$ cat src/rtl/board_ram_writer_pkg.sv
// Shared board definitions: command opcodes, cell encodings, writer FSM states.
// Cell encodings are also used by dynamic_screen for colour lookup.
package board_pkg;

  localparam logic [1:0] OP_WRITE = 2'b00;
  localparam logic [1:0] OP_FILL  = 2'b01;

  localparam logic [1:0] CELL_EMPTY = 2'b00;
  localparam logic [1:0] CELL_SHIP  = 2'b01;
  localparam logic [1:0] CELL_HIT   = 2'b10;
  localparam logic [1:0] CELL_MISS  = 2'b11;

  typedef enum logic [2:0] {
    ST_IDLE,
    ST_WAIT_VB,
    ST_WR,
    ST_FILL,
    ST_ERR
  } state_e;

endpackage

$ cat src/rtl/board_ram_writer_if.sv
// Command handshake plus board-RAM write port of one board_ram_writer.
// master: game logic side (drives cmd_*), slave: the writer (drives ram_*, done, err).
interface board_ram_writer_if #(
  parameter int unsigned ADDR_W = 7
);
  logic              cmd_valid;
  logic              cmd_ready;
  logic [1:0]        cmd_op;
  logic [3:0]        cmd_x;
  logic [3:0]        cmd_y;
  logic [1:0]        cmd_data;
  logic              ram_we;
  logic [ADDR_W-1:0] ram_addr;
  logic [1:0]        ram_wdata;
  logic              done;
  logic              err;

  modport master (
    output cmd_valid, cmd_op, cmd_x, cmd_y, cmd_data,
    input  cmd_ready, ram_we, ram_addr, ram_wdata, done, err
  );

  modport slave (
    input  cmd_valid, cmd_op, cmd_x, cmd_y, cmd_data,
    output cmd_ready, ram_we, ram_addr, ram_wdata, done, err
  );
endinterface

$ cat src/rtl/board_ram_writer.sv
// Turns WRITE/FILL commands into single-cycle board-RAM write strobes.
// Ports: clk, rst (async high), vblank, bus (cmd handshake + RAM write port).
module board_ram_writer
  import board_pkg::*;
#(
  parameter int unsigned GRID_W      = 10,
  parameter int unsigned GRID_H      = 10,
  parameter int unsigned ADDR_W      = 7,
  parameter bit          SYNC_VBLANK = 1'b0
) (
  input  logic clk,
  input  logic rst,
  input  logic vblank,
  board_ram_writer_if.slave bus
);

  localparam int unsigned CELLS = GRID_W * GRID_H;
  localparam logic [ADDR_W-1:0] LAST = ADDR_W'(CELLS - 1);

  state_e            state_q;
  logic              ready_q;
  logic              we_q;
  logic [ADDR_W-1:0] addr_q;
  logic [1:0]        wdata_q;
  logic              done_q;
  logic              err_q;
  logic [ADDR_W-1:0] waddr_q;
  logic [1:0]        data_q;
  logic [ADDR_W-1:0] cnt_q;

  logic [31:0]       addr_full_d;
  logic [ADDR_W-1:0] addr_d;
  logic              range_bad_d;
  logic              op_bad_d;
  logic              gate_d;
  logic              accept_d;

  always_comb begin
    addr_full_d = 32'(bus.cmd_y) * GRID_W + 32'(bus.cmd_x);
    addr_d      = addr_full_d[ADDR_W-1:0];
    range_bad_d = (32'(bus.cmd_x) >= GRID_W) ||
                  (32'(bus.cmd_y) >= GRID_H);
    op_bad_d    = (bus.cmd_op != OP_WRITE) &&
                  (bus.cmd_op != OP_FILL);
    // Gate is sampled on the edge that enters a write cycle.
    gate_d      = !SYNC_VBLANK || vblank;
    accept_d    = bus.cmd_valid && ready_q;
  end

  always_ff @(posedge clk or posedge rst) begin
    if (rst) begin
      state_q <= ST_IDLE;
      ready_q <= 1'b1;
      we_q    <= 1'b0;
      addr_q  <= '0;
      wdata_q <= '0;
      done_q  <= 1'b0;
      err_q   <= 1'b0;
      waddr_q <= '0;
      data_q  <= '0;
      cnt_q   <= '0;
    end else begin
      we_q   <= 1'b0;
      done_q <= 1'b0;
      err_q  <= 1'b0;
      unique case (state_q)
        ST_IDLE: begin
          if (accept_d) begin
            ready_q <= 1'b0;
            data_q  <= bus.cmd_data;
            waddr_q <= addr_d;
            if (op_bad_d ||
                (bus.cmd_op == OP_WRITE && range_bad_d)) begin
              state_q <= ST_ERR;
              err_q   <= 1'b1;
            end else if (bus.cmd_op == OP_FILL) begin
              state_q <= ST_FILL;
              if (gate_d) begin
                we_q    <= 1'b1;
                addr_q  <= '0;
                wdata_q <= bus.cmd_data;
                done_q  <= (LAST == '0);
                cnt_q   <= ADDR_W'(1);
              end else begin
                cnt_q   <= '0;
              end
            end else if (gate_d) begin
              state_q <= ST_WR;
              we_q    <= 1'b1;
              addr_q  <= addr_d;
              wdata_q <= bus.cmd_data;
              done_q  <= 1'b1;
            end else begin
              state_q <= ST_WAIT_VB;
            end
          end
        end
        ST_WAIT_VB: begin
          if (gate_d) begin
            state_q <= ST_WR;
            we_q    <= 1'b1;
            addr_q  <= waddr_q;
            wdata_q <= data_q;
            done_q  <= 1'b1;
          end
        end
        ST_WR: begin
          state_q <= ST_IDLE;
          ready_q <= 1'b1;
        end
        ST_FILL: begin
          // done_q marks the cycle that wrote the last cell.
          if (done_q) begin
            state_q <= ST_IDLE;
            ready_q <= 1'b1;
          end else if (gate_d) begin
            we_q    <= 1'b1;
            addr_q  <= cnt_q;
            wdata_q <= data_q;
            done_q  <= (cnt_q == LAST);
            cnt_q   <= cnt_q + ADDR_W'(1);
          end
        end
        ST_ERR: begin
          state_q <= ST_IDLE;
          ready_q <= 1'b1;
        end
        default: begin
          state_q <= ST_IDLE;
          ready_q <= 1'b1;
        end
      endcase
    end
  end

  assign bus.cmd_ready = ready_q;
  assign bus.ram_we    = we_q;
  assign bus.ram_addr  = addr_q;
  assign bus.ram_wdata = wdata_q;
  assign bus.done      = done_q;
  assign bus.err       = err_q;

endmodule
$ cat src/flat_wrapper.sv
// flat-port wrapper written by rule: the top's interface ports become plain ports
module board_ram_writer_flat import board_pkg::*;
#(
  parameter int unsigned GRID_W      = 10,
  parameter int unsigned GRID_H      = 10,
  parameter int unsigned ADDR_W      = 7,
  parameter bit          SYNC_VBLANK = 1'b0
)
  (clk, rst, vblank, bus_cmd_valid, bus_cmd_op, bus_cmd_x, bus_cmd_y, bus_cmd_data, bus_cmd_ready, bus_ram_we, bus_ram_addr, bus_ram_wdata, bus_done, bus_err);
  board_ram_writer_if #(.ADDR_W(ADDR_W)) bus_i ();
  input  logic clk;
  input  logic rst;
  input  logic vblank;
  input wire logic [$bits(bus_i.cmd_valid)-1:0] bus_cmd_valid;
  input wire logic [$bits(bus_i.cmd_op)-1:0] bus_cmd_op;
  input wire logic [$bits(bus_i.cmd_x)-1:0] bus_cmd_x;
  input wire logic [$bits(bus_i.cmd_y)-1:0] bus_cmd_y;
  input wire logic [$bits(bus_i.cmd_data)-1:0] bus_cmd_data;
  output wire logic [$bits(bus_i.cmd_ready)-1:0] bus_cmd_ready;
  output wire logic [$bits(bus_i.ram_we)-1:0] bus_ram_we;
  output wire logic [$bits(bus_i.ram_addr)-1:0] bus_ram_addr;
  output wire logic [$bits(bus_i.ram_wdata)-1:0] bus_ram_wdata;
  output wire logic [$bits(bus_i.done)-1:0] bus_done;
  output wire logic [$bits(bus_i.err)-1:0] bus_err;
  assign bus_i.cmd_valid = bus_cmd_valid;
  assign bus_i.cmd_op = bus_cmd_op;
  assign bus_i.cmd_x = bus_cmd_x;
  assign bus_i.cmd_y = bus_cmd_y;
  assign bus_i.cmd_data = bus_cmd_data;
  assign bus_cmd_ready = bus_i.cmd_ready;
  assign bus_ram_we = bus_i.ram_we;
  assign bus_ram_addr = bus_i.ram_addr;
  assign bus_ram_wdata = bus_i.ram_wdata;
  assign bus_done = bus_i.done;
  assign bus_err = bus_i.err;
  board_ram_writer #(.GRID_W(GRID_W), .GRID_H(GRID_H), .ADDR_W(ADDR_W), .SYNC_VBLANK(SYNC_VBLANK)) u_core (.clk(clk), .rst(rst), .vblank(vblank), .bus(bus_i));
endmodule
$ cat config.mk
export PLATFORM = sky130hd
export DESIGN_NAME = board_ram_writer_flat
export DESIGN_NICKNAME = d
export VERILOG_FILES = /design/src/rtl/board_ram_writer_pkg.sv /design/src/rtl/board_ram_writer_if.sv /design/src/rtl/board_ram_writer.sv /design/src/flat_wrapper.sv
export SDC_FILE = /design/constraint.sdc
export NUM_CORES = 1
export LEC_CHECK = 0
export ABC_AREA = 1
export CORE_MARGIN = 5
export CORE_UTILIZATION = 35
export CTS_BUF_LIST = sky130_fd_sc_hd__clkbuf_4 sky130_fd_sc_hd__clkbuf_8
export DETAILED_ROUTE_END_ITERATION = 6
export PLACE_DENSITY = 0.68
export REMOVE_ABC_BUFFERS = 1
export SLEW_MARGIN = 5
export SYNTH_ARGS = -nofsm -noshare
export SYNTH_HDL_FRONTEND = slang
export SYNTH_SLANG_ARGS = --single-unit
$ cat constraint.sdc
create_clock -name clk -period 1.4 [get_ports clk]
set_input_delay 0.42 -clock clk [delete_from_list [all_inputs] [get_ports clk]]
set_output_delay 0.42 -clock clk [all_outputs]
set_load 0.01 [all_outputs]
Yosys cells after proc, flatten, opt, wreduce, memory -nomap -nowiden:

Cells that the tools add are included.
W data, S select, Z words.

* $lt $le $gt $ge: 2
* eq/ne operators: 10
* reduce and logical (&&, ||, !) cells: 15
* multipliers: 1
* muxes and demuxes: 34
* bitwise operators: 1
* add/subtract/negate cells: 2

Operator list (count)
* $mux W7: 8
* $pmux W7 S3: 1
* $pmux W7 S2: 1
* $mux W1: 13
* $mux W3: 3
* $pmux W1 S3: 3
* $pmux W3 S3: 1
* $ge A4 B4 Y1 const B: 2
* $ne A2 B1 Y1 const B: 4
* $add A7 B1 Y7 const B: 1
* $add A7 B4 Y7: 1
* $eq A7 B7 Y1 const B: 1
* $mul A4 B3 Y6 const B: 1
* $mux W2: 3
* $pmux W2 S3: 1
* $reduce_and A5 Y1: 1
* $ne A2 B2 Y1 const B: 2
* $reduce_and A2 Y1: 2
* $reduce_and A4 Y1: 1
* $reduce_bool A2 Y1: 2
* $eq A3 B1 Y1 const B: 1
* $eq A3 B2 Y1 const B: 1
* $logic_and A1 B1 Y1: 3
* $logic_not A3 Y1: 1
* other kinds (6): 7

* register bits: 32
* input port bits: 16
* logic and storage cells: 75
* output and inout bits: 13

Longest topological paths before layout:

* depth in word-level cells: 7
* mapped depth: 12
* mapped depth without buffers: 12

Worst setup path before layout:

Ideal clock, no wire load.

* path kind: input to register
* start point: input bus_cmd_y[1]
* end point: register u_core.addr_q[6] (netlist: u_core.bus.ram_addr[6])
* required time: 1283 ps
* setup slack: -618 ps
* stages on the path: 12
* arrival time: 1901 ps
* buffers on the path: 0
* setup time: 117 ps
* cells stage by stage: ha_1 > ha_1 > fa_1 > nand2_1 > nor2_1 > nand2_1 > nand2_1 > nand2_1 > nand3_1 > nand2_1 > nand2_1 > nand2_1

* word-level cells in the longest chain between the ends: 6
* elaborated cells on any way between the ends: 12
* classes of those cells: add/sub: 1; mul: 1; order compare: 1; eq/ne: 1; mux: 4; reduce/logical: 4

RTL lines
* start, declared: line flat_wrapper.sv:17 `input wire logic [$bits(bus_i.cmd_y)-1:0] bus_cmd_y;`
* $mul A4 B3 Y6 or $ge A4 B4 Y1 (tied branches): line board_ram_writer.sv:39, board_ram_writer.sv:42
* $add A7 B4 Y7 or $logic_or A1 B1 Y1 (tied branches): line board_ram_writer.sv:39, board_ram_writer.sv:41
* $mux W7 or $logic_and A1 B1 Y1 (tied branches): line board_ram_writer.sv:76, board_ram_writer.sv:73
* $mux W7 or $logic_or A1 B1 Y1 (tied branches): line board_ram_writer.sv:72 `if (op_bad_d ||`
* $mux W7 or $ne A2 B2 Y1 (tied branches)
* $pmux W7 S3 or $reduce_and A4 Y1 (tied branches)
* end signal, assigned: line board_ram_writer.sv:90 `addr_q <= addr_d;`
* end signal, assigned: line board_ram_writer.sv:102 `addr_q <= waddr_q;`
* end signal, assigned: line board_ram_writer.sv:118 `addr_q <= cnt_q;`
* end, declared: line board_ram_writer.sv:23 `logic [ADDR_W-1:0] addr_q;`

Several ways; a longest one is shown, not always the timed one. The select of a mux whose other input is x is not followed.
A chain may end at the register's enable or synchronous reset.

Final worst setup path:

* start point: input bus_cmd_y[3]
* end point: register u_core.addr_q[6] (netlist: u_core.bus.ram_addr[6])

Same word-level chain as after synthesis.

==> insert_results.sql <==
INSERT INTO impl_metrics (metric_group, metric, value, unit) VALUES
('clock_network', 'clkLatencyLatePin', '0.28', 'ns'),
('setup_path', 'crit_path_cell_trace', 'buf_8, ha_4, ha_4, fa_1, nand2_1, nor2_1, nand2_1, nand2_1, nand2_1, nand3_1, nand2_1, nand2_1, nand2_1', ''),
('setup_path', 'r2r-start', 'u_core.bus.cmd_ready', ''),
('die', 'core', '5140', 'sq um'),
('run_status', 'violated_checks', 'negative setup slack', ''),
('placed_design', 'dp_hpwl', '3410', 'microns'),
('timing', 'finalCriticalPeriod', '1.77', 'ns'),
('setup_path', 'top_fanout_value_on_the_critical_path', '2', ''),
('clock_network', 'h-tree-depth', '2', ''),
('detailed_routing', 'via_per_inst', '4.90', ''),
('power_and_ir_drop', 'power_density', '1370', 'nW/um^2'),
('setup_path', 'endpoint_of_the_lowest_slack_register_to_register_path', 'u_core.waddr_q[2]', ''),
('detailed_routing', 'wirelength_per_cell', '13.6', 'microns'),
('clock_network', 'cts-buffers-inserted', '5', ''),
('detailed_routing', 'wirelength', '5260', 'microns'),
('placed_design', 'dp_slack', '-1.18', 'ns'),
('placed_design', 'gp_routability_congestion', '0.787', ''),
('synthesis', 'synth_xor_xnor_area_share', '1.89', '%'),
('finish', 'stdcell_count', '387', ''),
('timing', 'timing.final.hold_violations', '0', ''),
('synthesis', 'ys_top_cells_by_area', 'sky130_fd_sc_hd__dfrtp_1 42%, sky130_fd_sc_hd__nand2_1 18%, sky130_fd_sc_hd__nand3_1 7.3%', ''),
('synthesis', 'yosys-mux-area-fraction', '0', '%'),
('synthesis', 'yosysSeqAreaShare', '43.2', '%'),
('power_and_ir_drop', 'netSwitchingFraction', '35.1', '%'),
('setup_path', 'end_kind', 'flop', ''),
('synthesis', 'compound_gate_portion_of_the_synthesized_area', '8.50', '%'),
('finish', 'stdcell_area', '3010', 'sq um'),
('clock_network', 'post_cts_hold_buffer_count', '0', ''),
('timing', 'max_slew.worst_pin.slew', '0.270', 'ns'),
('finish', 'fillers', '447', ''),
('setup_path', 'critical_path_arrival', '1.95', 'ns'),
('detailed_routing', 'number_of_violations_reported_at_the_end_of_detailed_routing_iteration_0', '124', ''),
('synthesis', 'syn_area_per_cell', '7.80', 'sq um'),
('timing', 'slew_headroom', '81.8', '%'),
('detailed_routing', 'drt-pass1-iter-count', '5', ''),
('synthesis', 'yosysWarningCount', '0', ''),
('finish', 'drive_gt1_share', '41.0', '%'),
('detailed_routing', 'ant_nets', '0', ''),
('placed_design', 'placement.cell_area', '2450', 'sq um'),
('finish', 'area_growth_syn_to_layout', '62.2', '%'),
('timing', 'finalSetupViolations', '19', ''),
('setup_path', 'worst_setup_path_start_kind', 'input port', ''),
('synthesis', 'post_synthesis_adder_cell_area_fraction', '6.88', '%'),
('setup_path', 'worst_ep_required_time', '1.58', 'ns'),
('global_routing', 'groute.usage.overall', '15.4', '%'),
('run_status', 'outcome', 'finished with violations', ''),
('power_and_ir_drop', 'power.share.clock', '21.7', '%'),
('min_path', 'worstHoldPathType', 'in -> async', ''),
('timing', 'rsz0062_at_grt', 'yes', ''),
('clock_network', 'clock_root_buffer_master', 'sky130_fd_sc_hd__clkbuf_8', ''),
('power_and_ir_drop', 'internal_power', '2.68', 'mW'),
('setup_path', 'cpMaxStageDelayCell', 'sky130_fd_sc_hd__fa_1', ''),
('power_and_ir_drop', 'combinational_share_of_power', '42.6', '%'),
('clock_network', 'clock_tree_from_tritoncts', 'built', ''),
('timing', 'maxClockFrequency', '564', 'MHz'),
('synthesis', 'post-synth-top-area-cell', 'sky130_fd_sc_hd__dfrtp_1', ''),
('synthesis', 'combinational_family_with_the_most_area_after_synthesis', 'simple AND/OR/NAND/NOR gates', ''),
('die', 'placementRows', '26', ''),
('clock_network', 'ctsLongestPathBuffers', '2', ''),
('setup_path', 'r2r_slack', '-0.10', 'ns'),
('detailed_routing', 'num_vias', '1897', ''),
('timing', 'timing.clock.skew', '0.00394', 'ns'),
('flow_run', 'max_cap_violations', '0', ''),
('clock_network', 'path_clk_slew', '0.07', 'ns'),
('timing', 'post-route-worst-setup-slack', '-0.372', 'ns'),
('synthesis', 'yosys_most_used_dff', 'sky130_fd_sc_hd__dfrtp_1', ''),
('power_and_ir_drop', 'seq_power_share', '35.8', '%'),
('global_routing', 'grt_remaining_overflow', '0', ''),
('synthesis', 'synth_edf_count', '0', ''),
('clock_network', 'tritoncts_num_sinks', '32', ''),
('die', 'floorplan.initialDensity', '36.1', '%');
## synth_stat cells (2+ instances only)
master,count
sky130_fd_sc_hd__o211ai_1,3
sky130_fd_sc_hd__nand2_4,2
sky130_fd_sc_hd__o21ai_1,2
sky130_fd_sc_hd__nand2_1,88
sky130_fd_sc_hd__nand3_1,27
sky130_fd_sc_hd__fa_1,2
sky130_fd_sc_hd__inv_1,27
sky130_fd_sc_hd__a22oi_1,3
sky130_fd_sc_hd__nor4_1,2
sky130_fd_sc_hd__ha_1,7
sky130_fd_sc_hd__o21ai_0,14
sky130_fd_sc_hd__xor2_1,3
sky130_fd_sc_hd__dfrtp_1,31
sky130_fd_sc_hd__buf_2,2
sky130_fd_sc_hd__nor2_1,10
## how the worst max path moves through the flow
stage,end,depth (start not counted)
floorplan,u_core.bus.ram_addr[6],12
global placement,u_core.bus.ram_addr[6],13
detailed placement,u_core.bus.ram_addr[6],13
CTS,u_core.bus.ram_addr[6],13
global route,u_core.bus.ram_addr[6],13
finish,u_core.bus.ram_addr[6],13
## power groups by stage
stage | sequential (mW) | clock, mW | combinational (mW)
3_5_place_dp | 1.46 | 0 | 1.41
6_report | 1.48 | 0.896 | 1.76
4_1_cts | 1.44 | 0.904 | 1.47
2_1_floorplan | 1.48 | 0 | 0.668
3_3_place_gp | 1.44 | 0 | 1.39
5_1_grt | 1.52 | 0.950 | 1.95
## cell usage in the layout (no fill, tap or decap), drive strengths merged, types with 4 or more instances in the layout
cell type,n
clkdlybuf4s15,10
nand2,91
inv,28
nor2,12
clkbuf,6
ha,7
o21ai,17
dfrtp,31
nand3,27
buf,52
clkdlybuf4s50,4
dlygate4sd2,7
## flip-flops by register name, indices dropped and copies added, names as in the netlist
signal	count
u_core.bus.cmd_ready	1
u_core.bus.done	1
u_core.bus.err	1
u_core.bus.ram_addr	7
u_core.bus.ram_wdata	2
u_core.bus.ram_we	1
u_core.cnt_q	7
u_core.data_q	2
u_core.state_q	3
u_core.waddr_q	7
## cells by family after synthesis
family	after synthesis
fa+ha+maj	9
flops	32
simple gates	136
buf+inv	32
compound gates	25
xor+xnor	4
## metrics by stage
step	util, %	hold slack (ns)	power, mW	setup TNS, ns
finish	58.5	0.475	4.13	-1.72
global route	58.5	0.511	4.41	-3.32
CTS	53.4	0.475	3.82	-1.66
detailed placement	47.7	0.459	2.88	-17.21
global placement	47.7	0.455	2.83	-16.81
floorplan	-	0.442	2.15	-4.11
## cell type report
cell class,instances,area [sq um],share of cell area (%)
repair inverters,1,7.51,0.249
multi-input cells,174,1210,40.2
inverters,29,118,3.91
clock inverters,2,35.0,1.16
repair buffers,73,673,22.4
flip-flops and latches,32,803,26.7
well taps,70,87.6,2.91
clock buffers,6,76.3,2.54
## repair_timing
action / 4_1_cts / 5_1_grt
setup endpoints to repair: 44 / 36
pin swaps: 30 / 30
cloned: 2 / 0
setup buffers: 6 / 7
resized for setup: 93 / 60
## routing by layer
layer	vias to the layer above	GRT usage (%)	wire length, microns
met5	-	0	0
met4	0	6.09	57
met3	6	3.56	228
met2	53	27.5	2890
met1	920	17.6	2080
li1	918	-	-
## worst max-delay path: cells and delay by family
family	cells	cell delay [ns]
buffers and inverters	1	0.10
AND/OR/NAND/NOR	9	0.54
adder cells (fa/ha/maj)	3	0.88
Note: power is estimated with default switching activity, not from simulation.
==> edit 1, RTL diff (same flow settings) <==
`SYNC_VBLANK` is set to 1'b0 in 2 places; all go to 1'b1.
--- a/src/rtl/board_ram_writer.sv
+++ b/src/rtl/board_ram_writer.sv
@@ -6,7 +6,7 @@
   parameter int unsigned GRID_W      = 10,
   parameter int unsigned GRID_H      = 10,
   parameter int unsigned ADDR_W      = 7,
-  parameter bit          SYNC_VBLANK = 1'b0
+  parameter bit          SYNC_VBLANK = 1'b1
 ) (
   input  logic clk,
   input  logic rst,
--- a/src/flat_wrapper.sv
+++ b/src/flat_wrapper.sv
@@ -4,7 +4,7 @@
   parameter int unsigned GRID_W      = 10,
   parameter int unsigned GRID_H      = 10,
   parameter int unsigned ADDR_W      = 7,
-  parameter bit          SYNC_VBLANK = 1'b0
+  parameter bit          SYNC_VBLANK = 1'b1
 )
   (clk, rst, vblank, bus_cmd_valid, bus_cmd_op, bus_cmd_x, bus_cmd_y, bus_cmd_data, bus_cmd_ready, bus_ram_we, bus_ram_addr, bus_ram_wdata, bus_done, bus_err);
   board_ram_writer_if #(.ADDR_W(ADDR_W)) bus_i ();
Behaviour: not the same (a bounded check fails within 4 cycles, from zero or initial values and one cycle with rst high).
==> edit 1 against the original RTL <==
- cell count up 3.4%
- sequential cell count unchanged
- fmax decreased by 1.5%
- critical path type unchanged
- routed wire length down 1.3%
- worst setup slack worse by 27 ps
- synthesized area increased by 8.9%
- hold slack improved by 3.9 ps
- final area is 0.42% lower
- first-iteration DRC count shrank 31%
- power up 19%
- the flow still finishes with violations (setup timing)
==> edit 1: results (changes against the original RTL) <==
metric,value,unit,change
grt_pass1_wl,8.71,mm,-0.56%
setup_viol,8,,-11
fin_skew,4.60,ps,+0.660 ps
ys_seq_area_frac,0.397,,-0.0353
reg2regPathDepth,8,,+2
fin_ws,-399,ps,-27.4 ps
drive_gt1_frac,0.369,,-0.0412
synth.top_cells.by_count,"82 x nand2_1, 31 x dfrtp_1, 28 x inv_1, 22 x nand3_1, 15 x o21ai_0",,
grt_use_total,0.150,,-0.00353
gp_congestion,0.792,,+0.62%
synthFlopType,dfrtp_1,,
worstReg2RegEnd,u_core.bus.ram_addr[3],,
p_leak,0.00149,µW,-1.6%
first_global_vias,1839,,-5.3%
totalWireLength,5.19,mm,-1.3%
status,"complete, but fails checks",,
relSlewSlack,0.822,,+0.00362
antenna_cells,0,,unchanged
root_buffer,clkbuf_8,,
hpwlAfterDp,3.59,mm,+5.4%
first_iter_violations,86,,-31%
max_stage_delay,470,ps,-20 ps
synth_cell_type_count,34,,+13%
port_buffers,28,,+3.7%
dpl_cell_area,2590,µm²,+5.5%
fin_nets,352,,+3.2%
fin_hold_ws,479,ps,+3.89 ps
vias_per_cell,4.77,,-2.6%
failed_checks,setup timing,,
first_pass_iters,4,,-1
synth_area_leaders,"dfrtp_1 38%, nand2_1 15%, nand3_1 5.4%",,
r2r_setup_slack,-10,ps,+90 ps
hold_class,input port to async pin,,
irDropWorstVdd,0.772,mV,+41%
antenna_found_initial,0,,unchanged
-- edit 1: cell count changes after synthesis, sizes merged, moves of 2 or more --
cell,delta
xor2,-2
nor3,+2
nand2,-2
inv,+7
nor4,-2
a21oi,+8
nand4,+3
nor2,+4
-- edit 1: cell type report --
cell class / instances / area (µm²)
Fill cell: 536 / 2580
Multi-Input combinational cell: 186 / 1270
Sequential cell: 32 / 802
Timing Repair Buffer: 66 / 598
Inverter: 36 / 148
Tap cell: 72 / 90.1
Clock buffer: 6 / 82.6
Clock inverter: 2 / 10.0
-- edit 1: repair_timing --
action	CTS	global route
hold endpoints to repair	0	0
cloned	2	0
setup endpoints to repair	38	29
pin swaps	29	30
resized for setup	76	37
buffers inserted	5	7
-- edit 1: cells by family after synthesis --
family / Yosys count / synth area share
XOR/XNOR: 3 / 0.0130
adder cells (fa/ha/maj): 9 / 0.0632
buffers and inverters: 38 / 0.0799
AO/OA/AOI/OAI: 32 / 0.0960
flip-flops: 32 / 0.397
AND/OR/NAND/NOR: 140 / 0.351
-- edit 1: how the worst max path moves through the flow --
stage | startpoint | to | slack, ps | cells past startpoint
CTS | bus_cmd_y[1] | u_core.bus.ram_addr[6] | -410 | 13
floorplan | bus_cmd_y[1] | u_core.bus.ram_addr[6] | -610 | 12
global placement | bus_cmd_y[1] | u_core.bus.ram_addr[6] | -1110 | 13
finish | bus_cmd_y[1] | u_core.bus.ram_addr[6] | -400 | 13
global route | bus_cmd_y[1] | u_core.bus.ram_addr[6] | -520 | 13
detailed placement | bus_cmd_y[3] | u_core.bus.ram_addr[6] | -1150 | 13
-- edit 1: per-stage QoR --
step	cells	TNS, ps	power, µW	util	setup WS [ps]
floorplan	252	-2320	2870	-	-612
detailed placement	378	-16180	3800	0.464	-1150
CTS	393	-1380	4590	0.510	-414
global route	400	-2380	5310	0.538	-516
global placement	378	-15990	3750	0.464	-1110
finish	400	-1320	4940	0.538	-399
-- edit 1: tightest hold or removal path, cell delays in order --
cell and delay, ps:
clkdlybuf4s50_1 400, inv_1 100, buf_12 210
-- edit 1: per-layer routing --
metal	GRT usage	up-vias	part of all wire
met3	0.0298	4	0.064
met5	0	-	0
met4	0.0547	0	0.016
met2	0.245	52	0.48
li1	-	974	-
met1	0.196	879	0.44
-- edit 1: report_power, final --
part / leakage (µW) / total (µW) / internal (µW) / switching [µW]
clock network: 0.0000510 / 739 / 392 / 347
registers: 0.000411 / 1530 / 1310 / 225
logic: 0.00103 / 2660 / 1190 / 1470
==> edit 2, RTL diff (same flow settings) <==
Made on the original files. Make the reset (`rst`) synchronous in one clocked block. Comments in the files are not updated.
--- a/src/rtl/board_ram_writer.sv
+++ b/src/rtl/board_ram_writer.sv
@@ -47,7 +47,7 @@
     accept_d    = bus.cmd_valid && ready_q;
   end
 
-  always_ff @(posedge clk or posedge rst) begin
+  always_ff @(posedge clk) begin
     if (rst) begin
       state_q <= ST_IDLE;
       ready_q <= 1'b1;
Formal check against the unedited RTL: differs if rst is asserted again (counterexample within 4 cycles, from zero or initial values and one cycle with rst high); with rst held inactive, the same outputs for 10 cycles.
==> edit 2 against the original RTL <==
- the run still ends with setup timing left
- power fell by 13%
- sequential power down 21%
- clock skew hardly changed
- sequential cell count unchanged
- final area is 0.12% higher
- sequential share of layout area shrank 5.1 points
- routed wire length is 5.4% higher
- hold slack got worse by 15 ps
- count of clock-buffer cells in the layout rose by 2
- worst setup slack worse by 140 ps
- die area is 5.3% higher
- clock power shrank 13%
- synthesized area is 6.0% higher
- largest power group unchanged
- highest routed layer unchanged
==> edit 2: results (changes against the original RTL) <==
metric,value,unit,change
status,"complete, but fails checks",,
failed_checks,setup timing,,
postSynth.asyncResetShare,0,,-1.00
clockNetworkAreaShare,0.0324,,-0.00461
vias_per_cell,4.69,,-4.3%
first_pass_iters,4,,-1
fin_nets,393,,+15%
cp.arrival,2090,ps,+140 ps
n_all_buffers,75,,+2.7%
internal-power,2300,µW,-14%
hpwlAfterDp,3.70,mm,+8.3%
buf_share,0.221,,-0.00319
multi_input_cells,218,,+25%
dpl_cell_area,2550,µm²,+4.0%
r2r_setup_slack,40,ps,+140 ps
inv_count,36,,+20%
first_iter_violations,129,,+4.0%
fin_ws,-513,ps,-141 ps
multiInputGateArea,1370,µm²,+13%
hold_class,register to register,,
ys_seq_area_frac,0.326,,-0.107
r2r_start,u_core.state_q[1],,
fin_hold_ws,460,ps,-14.8 ps
drive_gt1_frac,0.352,,-0.0578
grt_use_total,0.145,,-0.00899
dp_slack,-1160,ps,+23.1 ps
irDropWorstVdd,0.587,mV,+7.2%
synth.top_cells.by_count,"76 x nand2_1, 46 x nor2_1, 32 x dfxtp_1, 32 x inv_1, 26 x nand3_1",,
first_global_vias,1868,,-3.8%
synth_cell_type_count,28,,-6.7%
setup_viol,8,,-11
reg2regPathDepth,7,,+1
avgRoutedWirePerCell,12.6,µm,-7.5%
critPathLaunch,bus_cmd_y[1],,
cts_setup_buffers,3,,-3
n_fill_cell,486,,+8.7%
n_clock_buffer,8,,+2
crit_path_end,u_core.bus.ram_addr[6],,
-- edit 2: cell types whose count changed in the layout (fill, tap and decap cells not counted), moves of 4 or more --
| cell | unedited run | this run |
|---|---|---|
| a21oi_1 | 1 | 12 |
| nand2_2 | 17 | 13 |
| dfrtp_1 | 30 | 0 |
| nand2_1 | 69 | 64 |
| nor2_1 | 7 | 42 |
| nor2_4 | 1 | 5 |
| inv_1 | 19 | 26 |
| buf_6 | 15 | 10 |
| clkdlybuf4s15_1 | 10 | 1 |
| dfxtp_1 | 0 | 29 |
| dlygate4sd2_1 | 7 | 17 |
| a21oi_2 | 0 | 5 |
| buf_4 | 33 | 39 |
-- edit 2: power groups by stage --
stage	logic, µW	clock network (µW)	registers [µW]
after floorplan	725	0	1210
after global placement	1360	0	1170
after global routing	1810	833	1190
final	1660	783	1170
after detailed placement	1380	0	1180
after CTS	1450	801	1160
-- edit 2: cell families (layout without fill, tap and decap cells) --
group                    after synthesis  in the layout  synth area share
XOR/XNOR                               5              5            0.0223
adder cells (fa/ha/maj)                9              9            0.0649
flip-flops                            32             32             0.326
buffers and inverters                 44            119            0.0941
AND/OR/NAND/NOR                      171            171             0.407
AO/OA/AOI/OAI                         33             33            0.0859
-- edit 2: routing by layer --
layer | share of wire | global-route usage
met5 | 0 | 0
met4 | 0.022 | 0.0345
met3 | 0.039 | 0.0282
met2 | 0.50 | 0.258
met1 | 0.44 | 0.178
-- edit 2: through the flow --
step,instances,util
detailed placement,418,0.466
floorplan,286,-
finish,441,0.551
CTS,429,0.511
global placement,418,0.466
global route,441,0.551
-- edit 2: worst reg2reg max path, cell delays in order, from the launching register on --
cell      delay, ps
dfxtp_4         370
nor2_4          180
nand2_4         100
nor2_4          240
buf_6           180
nand2_1          60
o211ai_1         70
inv_1            50
